==> config.mk <==
export PLATFORM = sky130hd
export DESIGN_NAME = cache_sim_lru
export DESIGN_NICKNAME = d
export VERILOG_FILES = /design/src/rtl/cache_sim_lru.sv
export SDC_FILE = /design/constraint.sdc
export NUM_CORES = 2
export LEC_CHECK = 0
export ABC_AREA = 0
export CAP_MARGIN = 30
export CORE_AREA = 2 2 386 388
export CTS_BUF_LIST = sky130_fd_sc_hd__clkbuf_8
export DETAILED_ROUTE_END_ITERATION = 7
export DIE_AREA = 0 0 388 390
export PLACE_DENSITY = 0.65
export SETUP_SLACK_MARGIN = 0.02
export SKIP_CTS_REPAIR_TIMING = 1
export SLEW_MARGIN = 40
export SYNTH_ARGS = -nofsm -noshare
export SYNTH_HDL_FRONTEND = slang
export SYNTH_SLANG_ARGS = --single-unit
==> constraint.sdc <==
create_clock -name clk -period 10.99 [get_ports clk]
set_input_delay 1.099 -clock clk [delete_from_list [all_inputs] [get_ports clk]]
set_output_delay 1.099 -clock clk [all_outputs]
set_load 0.005 [all_outputs]
==> src/rtl/cache_sim_lru.sv <==
// Set-associative cache hit/miss simulator with true-LRU replacement and
// saturating statistics; one trace access every three cycles.
module cache_sim_lru #(
   parameter int ADDR_W    = 32,
   parameter int LINE_BITS = 4,
   parameter int SET_BITS  = 4,
   parameter int WAYS      = 4,
   parameter int CNT_W     = 10
) (
   input  logic              clk,
   input  logic              reset,
   input  logic              trace_valid,
   output logic              trace_ready,
   input  logic [ADDR_W-1:0] trace_addr,
   input  logic              clear_counts,
   output logic [CNT_W-1:0]  access_count,
   output logic [CNT_W-1:0]  hit_count,
   output logic [CNT_W-1:0]  miss_count,
   output logic [CNT_W-1:0]  evict_count,
   output logic              updated,
   output logic              busy
);

   localparam int SETS  = 1 << SET_BITS;
   localparam int TAG_W = ADDR_W - LINE_BITS - SET_BITS;
   localparam int AGE_W = (WAYS > 1) ? $clog2(WAYS) : 1;
   localparam int WAY_W = AGE_W;

   typedef enum logic [1:0] {
      IDLE,
      LOOKUP,
      UPDATE
   } state_t;

   state_t state_q, state_d;

   logic [ADDR_W-LINE_BITS-1:0] addr_q;
   logic [SET_BITS-1:0]         set_idx;
   logic [TAG_W-1:0]            tag_in;
   logic                        unused_offset;

   logic                        valid_mem [SETS][WAYS];
   logic [TAG_W-1:0]            tag_mem   [SETS][WAYS];
   logic [AGE_W-1:0]            age_mem   [SETS][WAYS];

   logic                        hit_c, inv_found;
   logic [WAY_W-1:0]            hit_way_c, inv_way, old_way, victim_c;

   logic                        hit_q, full_q;
   logic [WAY_W-1:0]            hit_way_q, victim_q;

   logic [WAY_W-1:0]            tgt;
   logic [AGE_W-1:0]            age_t;

   assign unused_offset = ^trace_addr[LINE_BITS-1:0];
   assign set_idx       = addr_q[SET_BITS-1:0];
   assign tag_in        = addr_q[ADDR_W-LINE_BITS-1:SET_BITS];

   assign trace_ready = (state_q == IDLE);
   assign busy        = (state_q != IDLE);

   always_comb begin
      state_d = state_q;
      case (state_q)
         IDLE:    if (trace_valid) state_d = LOOKUP;
         LOOKUP:  state_d = UPDATE;
         UPDATE:  state_d = IDLE;
         default: state_d = IDLE;
      endcase
   end

   // Tag match plus victim choice: lowest invalid way, else the oldest way.
   always_comb begin
      hit_c     = 1'b0;
      hit_way_c = '0;
      inv_found = 1'b0;
      inv_way   = '0;
      old_way   = '0;
      for (int unsigned w = 0; w < WAYS; w++) begin
         if (valid_mem[set_idx][WAY_W'(w)] && !hit_c &&
             tag_mem[set_idx][WAY_W'(w)] == tag_in) begin
            hit_c     = 1'b1;
            hit_way_c = WAY_W'(w);
         end
         if (!valid_mem[set_idx][WAY_W'(w)] && !inv_found) begin
            inv_found = 1'b1;
            inv_way   = WAY_W'(w);
         end
         if (age_mem[set_idx][WAY_W'(w)] == AGE_W'(WAYS - 1))
            old_way = WAY_W'(w);
      end
      victim_c = inv_found ? inv_way : old_way;
   end

   assign tgt   = hit_q ? hit_way_q : victim_q;
   assign age_t = hit_q ? age_mem[set_idx][tgt] : AGE_W'(WAYS - 1);

   always_ff @(posedge clk) begin
      if (reset) begin
         state_q   <= IDLE;
         updated   <= 1'b0;
         addr_q    <= '0;
         hit_q     <= 1'b0;
         full_q    <= 1'b0;
         hit_way_q <= '0;
         victim_q  <= '0;
      end else begin
         state_q <= state_d;
         updated <= (state_q == UPDATE);
         if (state_q == IDLE && trace_valid)
            addr_q <= trace_addr[ADDR_W-1:LINE_BITS];
         if (state_q == LOOKUP) begin
            hit_q     <= hit_c;
            hit_way_q <= hit_way_c;
            victim_q  <= victim_c;
            full_q    <= !inv_found;
         end
      end
   end

   // An invalid victim is treated as oldest so the filled ways stay a recency permutation.
   always_ff @(posedge clk) begin
      if (reset) begin
         for (int unsigned s = 0; s < SETS; s++) begin
            for (int unsigned w = 0; w < WAYS; w++) begin
               valid_mem[SET_BITS'(s)][WAY_W'(w)] <= 1'b0;
               age_mem[SET_BITS'(s)][WAY_W'(w)]   <= AGE_W'(w);
            end
         end
      end else if (state_q == UPDATE) begin
         for (int unsigned w = 0; w < WAYS; w++) begin
            if (WAY_W'(w) == tgt)
               age_mem[set_idx][WAY_W'(w)] <= '0;
            else if (age_mem[set_idx][WAY_W'(w)] < age_t)
               age_mem[set_idx][WAY_W'(w)] <= age_mem[set_idx][WAY_W'(w)] + 1'b1;
         end
         if (!hit_q) begin
            valid_mem[set_idx][tgt] <= 1'b1;
            tag_mem[set_idx][tgt]   <= tag_in;
         end
      end
   end

   function automatic logic [CNT_W-1:0] sat_inc(input logic [CNT_W-1:0] v);
      return (v == '1) ? v : v + 1'b1;
   endfunction

   always_ff @(posedge clk) begin
      if (reset || clear_counts) begin
         access_count <= '0;
         hit_count    <= '0;
         miss_count   <= '0;
         evict_count  <= '0;
      end else if (state_q == UPDATE) begin
         access_count <= sat_inc(access_count);
         if (hit_q)
            hit_count <= sat_inc(hit_count);
         else
            miss_count <= sat_inc(miss_count);
         if (!hit_q && full_q)
            evict_count <= sat_inc(evict_count);
      end
   end

endmodule

After elaboration in Yosys (flattened, before gate mapping)
Memories as Yosys holds them, arrays and structs flattened. A register that Yosys moved wholly into a read port is not among the register bits.
Cells that the tools add are included.
{"block": "op_classes", "addsub": 8, "shifts": 0, "n_div": 0, "n_bitwise": 10, "order_cmp": 6, "reduce_logical": 33, "eq_ne": 17, "muxes": 88, "multipliers": 0}
{"op": "$eq 24x24->1", "n": 4}
{"op": "$mux 96", "n": 1}
{"op": "$mux 1", "n": 53}
{"op": "$demux 24 s2", "n": 1}
{"op": "$mux 4", "n": 12}
{"op": "$add 10x1->10 const B", "n": 4}
{"op": "$eq 10x10->1 const B", "n": 4}
{"op": "$mux 2", "n": 16}
{"op": "$mux 24", "n": 1}
{"op": "$logic_and 1x1->1", "n": 13}
{"op": "$logic_not 1->1", "n": 10}
{"op": "$reduce_and 3->1", "n": 3}
{"op": "$add 2x1->2 const B", "n": 4}
{"op": "$eq 2x2->1 const B", "n": 4}
{"op": "$lt 2x2->1", "n": 4}
{"op": "$mux 8", "n": 1}
{"op": "$reduce_or 8->1", "n": 1}
{"op": "$not 1->1", "n": 5}
{"op": "$bmux 2 s2", "n": 1}
{"op": "$eq 2x2->1 const A", "n": 2}
{"op": "$logic_not 2->1", "n": 2}
{"op": "$or 1x1->1", "n": 4}
{"op": "$pmux 2 s2", "n": 1}
{"op": "$reduce_or 4->1", "n": 1}
{"op": "other kinds (10)", "n": 10}
{"block": "word_totals", "reg_bits": 77, "out_inout_bits": 43, "latchBits": 0, "n_memories": 3, "romBits": 0, "ram_bits": 1728}
{"memory": "tag_mem", "depth": 16, "word_bits": 96, "read_ports": 1, "rd_ports_with_merged_regs": 1, "write_ports": 1, "line": "43", "text": "logic [TAG_W-1:0] tag_mem [SETS][WAYS];"}
{"memory": "age_mem", "depth": 16, "word_bits": 8, "read_ports": 1, "rd_ports_with_merged_regs": 1, "write_ports": 16, "line": "44", "text": "logic [AGE_W-1:0] age_mem [SETS][WAYS];"}
{"memory": "valid_mem", "depth": 16, "word_bits": 4, "read_ports": 1, "rd_ports_with_merged_regs": 1, "write_ports": 16, "line": "42", "text": "logic valid_mem [SETS][WAYS];"}

Logic depth before layout (Yosys ltp)
{"block": "depth", "depth_word": 15, "ltp_mapped": 20, "ltp_nobuf": 10}

Worst setup path after synthesis
Ideal clock, no wire load.
{"block": "synth_timing", "kind": "reg2reg", "start": "register (tool-made name)", "end": "memory age_mem[0][3] (netlist bit) (data pin)", "n_path_buf": 8, "stages_incl_launch_ff": 19, "t_arrival_ns": 4.388, "slack_ns": 6.322, "required_ns": 10.710, "synth_period_minus_slack_ns": 4.668, "path_cell_list": "dfxtp_1 buf_4 buf_6 buf_4 buf_4 buf_4 buf_2 clkbuf_1 mux4_2 mux4_2 nand2_1 nand3_1 a21boi_1 ha_1 o21ai_1 a21oi_2 nor3_1 clkbuf_1 nand2_1"}
{"item": "to (decl)", "line": "44"}

==> impl_metrics.ini <==
[sta]
rsz0062_at_grt = false
final.setup.tns_ps = 0
fin_crit_sh_pct = 48.58
hold_violations = 0
setup_viol = 0
skew_ps = 72.42
max_freq_ghz = 0.1873
setup_slack_ps = 5651
fin_crit_ps = 5339
drv_slew = 0
slew_headroom_pct = 42.86
worstMarginPinSlew_ps = 857.1

[yosys]
ys_warn_count = 0
synthesis.area_sq_mm = 0.07310
syn_inst = 4063
synth_top_cell_area_share_pct = 68.36
synth.top_cells.by_area = edfxtp_1, mux4_2, dfxtp_1
synth-edff-count = 1664
synth-seq-area-share_pct = 72.33
ys_seq_elements = 1809
synth_top_area_cell = edfxtp_1
syn-num-nets = 4110
synthArstFlopShare_pct = 0
synth_most_common_cell = edfxtp_1
synth.avg_cell_area_sq_um = 17.99
synth_common_cells = edfxtp_1, mux4_2, nand2_1
ys.flop_type = edfxtp_1
synth.distinct_cells = 76

[critical_path]
cp.arrival_ps = 6180
required_ps = 11830
setup.worst_path.end = hit_way_q[0]
reg2reg_depth = 11
critPathLaunchType = flip-flop
path_class = reg2reg
end_kind = flip-flop
crit_fanout = 82
r2r-end = hit_way_q[0]
rrSetupSlack_ps = 5650

[cells_and_area]
stdcell_area_sq_mm = 0.08206
register_area_sq_mm = 0.05293
area_growth_pct = 12.26
drive_gt1_share_pct = 22.63
multi_input_area_sq_mm = 0.01873
nets = 4418
n_fill_cell = 11380

[detailed_routing]
antenna_left = 0
avgRoutedWirePerCell_um = 29.62
drtIter0Drc = 4859
via_per_inst = 6.141
drt_wl_total_um = 193000
firstDrtPassIters = 6
drc = 0
via_count = 40020

[die]
core_sq_mm = 0.1471
placementRows = 141
io_pins = 79
die_width_um = 388
start_util_pct = 49.68
die_y_um = 390
die_area_sq_mm = 0.1513

[power]
pwr-share-comb_pct = 6.4
p_per_area_mw_per_mm2 = 169.2
p_leak_nw = 26.19
p_clk_share_pct = 38.9
vdd_drop_max_uv = 165.6
seqPwrFrac_pct = 54.7
swShare_pct = 23.36
p_int_mw = 10.64
power.switching_mw = 3.242

[clock_network]
clock_sinks = 1809
clk_path_buf_depth = 4
cts_tree = yes
clk_latency_ps = 1030
clkSlewWorstSetupHoldPaths_ps = 60
cts_root_buffer = clkbuf_8
cts_made_buffers = 309
cts_max_level = 5

[global_routing]
antenna_found_initial = 9
grt_pass1_wl_um = 277900
first_global_vias = 40280
grt_usage_pct = 25.49
overflow = 0
grt_max_degree = 127

[placement]
dp_slack_ps = 5639
dp_hpwl_um = 110500
postPlaceCellArea_sq_mm = 0.07660
routabilityCongestion = 0.8268
portBuffers = 74

[flow_run]
maxCapViolCount = 0

[status]
status = finished clean

[worst_hold_path]
hold_path.startpoint = valid_mem[10][3]
hold_path_class = reg2reg
metal layers:
metal	GRT usage (%)	wire (um)	up-vias	part of all wire, %
li1	-	-	16780	-
met1	36.51	80700	20990	42
met2	39.80	90160	1946	47
met3	5.148	17420	302	9.0
met4	7.683	4741	2	2.5
met5	0	7	-	0.0036
critical path, stage by stage, from the launching register on:
cell and delay, ps:
dfxtp_4 600, buf_12 580, buf_4 740, mux4_1 690, mux4_2 480, xnor2_1 150
nand2_1 160, or4_1 550, a2111oi_2 280, nand3_1 450, nand4b_1 270, nand3_1 100
cells by family (layout without fill, tap and decap cells):
logic type	count (synthesis)	count (layout)	share of synthesized area, %
fa+ha+maj	11	11	0.1883
mux	611	611	14.86
buf+inv	342	861	2.398
flops	1809	1809	72.33
other cells	0	4	0
compound gates	455	455	4.235
simple gates	671	671	4.017
xor+xnor	164	164	1.965
power groups by stage:
stage                     Combinational, mW  Clock, mW  Sequential (mW)
after floorplan                       0.557          0             7.74
after global placement                0.870          0             7.73
after detailed placement              0.881          0             7.73
after CTS                             0.884       5.49             7.59
after global routing                  0.945       5.80             7.58
final                                 0.894       5.40             7.59
metrics by stage:
stage / power, mW / utilization [%] / hold slack, ps / std cells
floorplan: 8.298 / - / 432.2 / 4063
CTS: 13.96 / 55.69 / 463.1 / 6509
global route: 14.33 / 55.77 / 486.7 / 6514
detailed placement: 8.613 / 52.06 / 460.4 / 5987
global placement: 8.600 / 51.93 / 453.0 / 5979
finish: 13.88 / 55.77 / 469.1 / 6516
final cells by class:
class	count	area share [%]
flip-flops and latches	1809	64.50
multi-input cells	1912	22.82
inverters	91	0.4193
clock inverters	199	1.090
clock buffers	323	5.418
well taps	1930	2.943
repair buffers	248	2.795
diodes	4	0.01220
cells in the final DEF, fill, tap and decap left out, types with 8 or more instances in the layout:
cell type and count:
nor2_2 60, clkinv_2 33, and3_1 12, dfxtp_1 117, clkdlybuf4s50_1 73, xnor2_1 119
a22oi_1 54, a31oi_1 12, a21oi_1 71, nand3_1 40, nand2_1 250, a221oi_1 22
nor4_1 10, edfxtp_1 1664, nor2_1 169, buf_12 9, or3_1 11, o22ai_1 89
nand2b_1 18, nor2b_1 18, mux2i_1 220, buf_4 152, nor2_4 8, xor2_1 45
ha_1 11, clkbuf_8 323, nor3_1 20, o21bai_1 64, and2_1 9, o21ai_1 10
mux4_2 357, dfxtp_4 8, inv_1 176, mux2_2 18, clkinv_1 65, nand4_1 24
o21ai_0 54, mux4_1 16, dfxtp_2 20
state kept, by name (all words and copies together) (netlist names), named ones only:
signal,flops
evict_count,10
victim_q,2
miss_count,10
updated,1
state_q,2
access_count,10
addr_q,28
full_q,1
hit_q,1
valid_mem,64
hit_count,10
age_mem,128
tag_mem,1536
hit_way_q,2
worst min-delay path by stage:
stage / cells past startpoint / end
6_report: 2 / valid_mem[10][3]
4_1_cts: 2 / age_mem[3][3]
3_5_place_dp: 2 / victim_q[0]
2_1_floorplan: 2 / full_q
3_3_place_gp: 2 / victim_q[1]
5_1_grt: 2 / valid_mem[6][3]
Note: power is estimated with default switching activity, not from simulation.
